--- src/rtl/arith_unit_serial.sv ---
// arith_unit_serial: digit-serial adder/subtractor.
// An accepted operand set is processed DIGIT bits per cycle, LSB chunk first.
// The result and its flags are held until the consumer takes them.
module arith_unit_serial #(
    parameter int WIDTH = 32,
    parameter int DIGIT = 8
) (
    input  logic             clk,
    input  logic             rst,
    input  logic             in_valid,
    output logic             in_ready,
    input  logic [WIDTH-1:0] a,
    input  logic [WIDTH-1:0] b,
    input  logic             cin,
    input  logic [2:0]       sel,
    output logic             out_valid,
    input  logic             out_ready,
    output logic [WIDTH-1:0] out,
    output logic             cout,
    output logic             ovf,
    output logic             zero,
    output logic             err
);

    localparam int N  = WIDTH / DIGIT;
    localparam int CW = (N > 1) ? $clog2(N) : 1;

    typedef enum logic [1:0] {IDLE, BUSY, DONE} state_t;

    state_t           state;
    state_t           state_next;
    logic [WIDTH-1:0] a_reg;
    logic [WIDTH-1:0] b_reg;
    logic [WIDTH-1:0] res_reg;
    logic [WIDTH-1:0] res_next;
    logic [WIDTH-1:0] op2;
    logic             illegal_reg;
    logic             carry;
    logic [CW-1:0]    cnt;
    logic             last_chunk;
    logic             accept;
    logic [DIGIT-1:0] a_chunk;
    logic [DIGIT-1:0] b_chunk;
    logic [DIGIT:0]   chunk_sum;
    logic             msb_carry_in;
    int               base;

    assign accept     = in_valid && in_ready;
    assign last_chunk = (cnt == CW'(N - 1));

    // Second operand is pre-shaped at capture so BUSY only ever adds a_reg + b_reg + carry
    always_comb begin
        op2 = '0;
        case (sel[1:0])
            2'b00:   op2 = '0;
            2'b01:   op2 = b;
            2'b10:   op2 = ~b;
            default: op2 = '1;
        endcase
    end

    // One DIGIT-wide slice of the ripple add; the carry into the top bit is recovered
    // from the sum bit so signed overflow can be formed on the last chunk
    always_comb begin
        base         = int'(cnt) * DIGIT;
        a_chunk      = a_reg[base +: DIGIT];
        b_chunk      = b_reg[base +: DIGIT];
        chunk_sum    = {1'b0, a_chunk} + {1'b0, b_chunk} + {{DIGIT{1'b0}}, carry};
        msb_carry_in = chunk_sum[DIGIT-1] ^ a_chunk[DIGIT-1] ^ b_chunk[DIGIT-1];
        res_next     = res_reg;
        res_next[base +: DIGIT] = chunk_sum[DIGIT-1:0];
    end

    // State register
    always_ff @(posedge clk or posedge rst) begin
        if (rst) begin
            state <= IDLE;
        end else begin
            state <= state_next;
        end
    end

    // Next-state and handshake outputs; in_ready drops while reset is held
    always_comb begin
        state_next = state;
        in_ready   = 1'b0;
        out_valid  = 1'b0;
        case (state)
            IDLE: begin
                in_ready = !rst;
                if (in_valid && !rst) begin
                    state_next = BUSY;
                end
            end
            BUSY: begin
                if (last_chunk) begin
                    state_next = DONE;
                end
            end
            DONE: begin
                out_valid = 1'b1;
                if (out_ready) begin
                    state_next = IDLE;
                end
            end
            default: state_next = IDLE;
        endcase
    end

    // Operand capture, chunk sequencing and final result registration
    always_ff @(posedge clk or posedge rst) begin
        if (rst) begin
            a_reg       <= '0;
            b_reg       <= '0;
            res_reg     <= '0;
            illegal_reg <= 1'b0;
            carry       <= 1'b0;
            cnt         <= '0;
            out         <= '0;
            cout        <= 1'b0;
            ovf         <= 1'b0;
            zero        <= 1'b0;
            err         <= 1'b0;
        end else begin
            case (state)
                IDLE: begin
                    if (accept) begin
                        a_reg       <= a;
                        b_reg       <= op2;
                        carry       <= cin;
                        illegal_reg <= sel[2];
                        cnt         <= '0;
                        res_reg     <= '0;
                    end
                end
                BUSY: begin
                    carry   <= chunk_sum[DIGIT];
                    res_reg <= res_next;
                    cnt     <= cnt + CW'(1);
                    if (last_chunk) begin
                        out  <= illegal_reg ? '0 : res_next;
                        cout <= !illegal_reg && chunk_sum[DIGIT];
                        ovf  <= !illegal_reg && (msb_carry_in ^ chunk_sum[DIGIT]);
                        zero <= illegal_reg || (res_next == '0);
                        err  <= illegal_reg;
                    end
                end
                default: ;
            endcase
        end
    end

endmodule

--- config.mk ---
export PLATFORM = sky130hd
export DESIGN_NAME = arith_unit_serial
export DESIGN_NICKNAME = d
export VERILOG_FILES = /design/src/rtl/arith_unit_serial.sv
export SDC_FILE = /design/constraint.sdc
export NUM_CORES = 1
export LEC_CHECK = 0
export BUFFER_PORTS_ARGS = -buffer_cell sky130_fd_sc_hd__buf_2
export CAP_MARGIN = 20
export CORE_MARGIN = 5
export CORE_UTILIZATION = 37
export DETAILED_ROUTE_END_ITERATION = 10
export GPL_TIMING_DRIVEN = 0
export PLACE_DENSITY = 0.66
export REMOVE_ABC_BUFFERS = 1
export SYNTH_ARGS = -nofsm -noshare
export SYNTH_HDL_FRONTEND = slang
export SYNTH_SLANG_ARGS = --single-unit
--- constraint.sdc ---
create_clock -name clk -period 12.45 [get_ports clk]
set_input_delay 1.245 -clock clk [delete_from_list [all_inputs] [get_ports clk]]
set_output_delay 1.245 -clock clk [all_outputs]
set_load 0.02 [all_outputs]
==> flow_summary.toml <==
[global_route]
gr-usage-all-layers_pct = 16.2
grt-ovfl-total = 0
antenna_found_initial = 0
grt_pass1_wl_um = 27900
grt_pass1_vias = 5348
grt_max_degree = 92

[floorplan]
rows = 50
die-area_um2 = 21500
die_w_um = 146
pin_count = 110
core-area_um2 = 18500
die_height_um = 146
initial_core_util_pct = 37.2

[sta]
tightestPinTransition_ns = 1.03
finalSetupTns_ns = 0
drv_slew = 0
max_freq_mhz = 230
maxSlewHeadroom_pct = 31.4
fin_worst_skew_ns = 0.0102
setup_viol = 0
rsz0062_at_grt = "no"
finalCritPeriodShare_pct = 34.9
finalCriticalPeriod_ns = 4.34
hold_violations = 0

[power_and_ir_drop]
p_int_mw = 1.45
peakVddDrop_v = 0.000169
seqPwrFrac_pct = 29.5
power.switching_mw = 1.13
pwr-share-comb_pct = 50.4
p_clk_share_pct = 20.1
leakagePower_nw = 4.09
power_density_nw_per_um2 = 313
switching_share_pct = 43.7

[synth]
ys_seq_area_share_pct = 50.1
syn_area_per_cell_um2 = 10.0
yosysUniqueCellTypes = 60
yosys-top-cells-area = "dfrtp_1 (50%), nand2_1 (8.8%), o21ai_0 (5.4%), mux2i_1 (4.9%), mux4_2 (4.6%)"
yosysTopAreaCell = "dfrtp_1"
yosys_warnings = 0
syn_area_um2 = 6890
synthFlopType = "dfrtp_1"
synth_common_cells = "nand2_1 (162), dfrtp_1 (138), o21ai_0 (75)"
synth-edff-count = 0
async_flop_share_pct = 100
synth_top_area_share_pct = 50.1
synthCells = 688
synthMostInstantiatedCell = "nand2_1"
ys_ff_latch = 138

[worst_hold_path]
hp-class = "reg -> reg"

[layout]
finalNetCount = 859
area_growth_pct = 19.7
multiInputGateArea_um2 = 3150
fin_util_pct = 44.5
antenna_cells = 0
regArea_um2 = 3450
drive_gt1_share_pct = 21.7
final_area_um2 = 8250
fillers = 1812

[route]
wire_per_inst_um = 16.5
dr.pass1.iters = 7
ant_nets = 0
drt_wl_total_um = 16800
dr_total_vias = 5275
avgViaCountPerCell = 5.18
drc = 0
first_iter_violations = 341

[critical_path]
arrival_ns = 4.69
cp_max_fo = 29
cp_cell_sequence = "mux4_2, fa_1, inv_1, fa_1, xor2_1, nand2b_1, a221o_1, or4_1, a311oi_1, o2111ai_1, o21ai_1"
cp_top_family = "compound AO/OA/AOI/OAI gates"
critical_path_class = "reg -> reg"
cp-end-kind = "flop"
cp_num_buf_inv = 1
required_ns = 12.79
r2r_setup_slack_ns = 8.11
cpPeakStageDelay_ns = 0.91
cp_slowest_cell = "dfrtp_2"
start_kind = "flop"
cpMostUsedCell = "fa_1"

[cts]
clockRootBuffer = "clkbuf_16"
clkTransAtPathRegs_ns = 0.06
clock_latency_ns = 0.42
cts_resized = 0
cts_sinks = 138
clock_tree.buffer_depth = 2
cts_tree = "built"
numCtsBuffers = 17
cts_setup_buffers = 0
hold_buffers = 0
htreeDepth = 4

[placed_design]
port_buffers = 109
gp_congestion = 0.831
postPlaceCellArea_um2 = 7630
detailed_place_hpwl_um = 11800

[flow_run]
maxCapViolCount = 0

[status]
status = "complete, no violations"
[kinds of logic (layout without fill, tap and decap cells)]
kind of cell	count (synthesis)	in the layout	synth area share (%)
and+or+nand+nor	237	237	15.3
muxes	51	51	10.4
buffers and inverters	71	168	4.36
adders and majority gates	15	15	2.94
AOI/OAI and AO/OA	165	165	15.4
xor gates and xnor gates	11	11	1.51
DFF	138	138	50.1
[layer usage]
metal	routed length, µm	share of wire [%]	up-vias	GRT usage, %
met5	0	0	-	0
met4	286	1.7	0	5.22
met3	892	5.3	23	4.31
met2	8050	48	148	26.0
met1	7610	45	2518	21.5
li1	-	-	2586	-
[layout make-up]
type | instances | area share [%]
Sequential cell | 138 | 41.9
Timing Repair Buffer | 113 | 7.86
Multi-Input combinational cell | 479 | 38.2
Tap cell | 234 | 3.55
Inverter | 23 | 1.11
Clock inverter | 11 | 1.74
Clock buffer | 21 | 5.70
[power groups by stage]
stage | clock [mW] | combinational (mW) | sequential [mW]
6_report | 0.520 | 1.30 | 0.761
5_1_grt | 0.552 | 1.42 | 0.791
4_1_cts | 0.532 | 1.31 | 0.765
3_5_place_dp | 0 | 1.30 | 0.772
3_3_place_gp | 0 | 1.28 | 0.766
2_1_floorplan | 0 | 0.847 | 0.789
[final timing paths]
kind / startpoint / end / cells past startpoint
setup reg to reg: cnt[0]$_DFFE_PP0P_ / zero$_DFFE_PP0P_ / 11
hold / removal: a_reg[23]$_DFFE_PP0P_ / a_reg[23]$_DFFE_PP0P_ / 2
setup / recovery: cnt[0]$_DFFE_PP0P_ / zero$_DFFE_PP0P_ / 11
min in group asynchronous: rst / a_reg[25]$_DFFE_PP0P_ / 2
hold reg to reg: a_reg[23]$_DFFE_PP0P_ / a_reg[23]$_DFFE_PP0P_ / 2
max in group asynchronous: rst / out[8]$_DFFE_PP0P_ / 3
[through the flow]
step           hold WS, ns  instances  setup slack, ns  power (mW)
2_1_floorplan        0.437        640             7.51        1.64
3_3_place_gp         0.452        983             5.86        2.05
3_5_place_dp         0.460        987             8.12        2.07
4_1_cts              0.474       1019             8.10        2.60
5_1_grt              0.497       1019             7.90        2.76
6_report             0.467       1019             8.11        2.58
[cells in the final DEF, fill, tap and decap left out, types with 3 or more instances in the layout]
cell	instances
clkbuf_8	3
o22ai_1	12
ha_1	13
dfrtp_1	137
o21ai_0	75
xor2_1	5
mux4_2	14
nand2_1	161
and2_1	3
a31oi_1	3
xnor2_1	5
nor2b_1	15
bufinv_16	3
nand3_1	20
a21o_1	4
o31ai_1	6
a41oi_1	3
clkinv_2	4
inv_1	22
a21oi_1	13
buf_2	109
nor3_1	4
clkinv_4	3
a22o_1	27
a22oi_1	5
clkbuf_16	17
buf_16	3
mux2i_1	34
nor2_1	9
[worst min-delay path, stage by stage, from the launching register on]
cell	delay, ns
dfrtp_1	0.33
nand2_1	0.05
nand2_1	0.05
No activity file was read; power rests on OpenSTA's default activity.
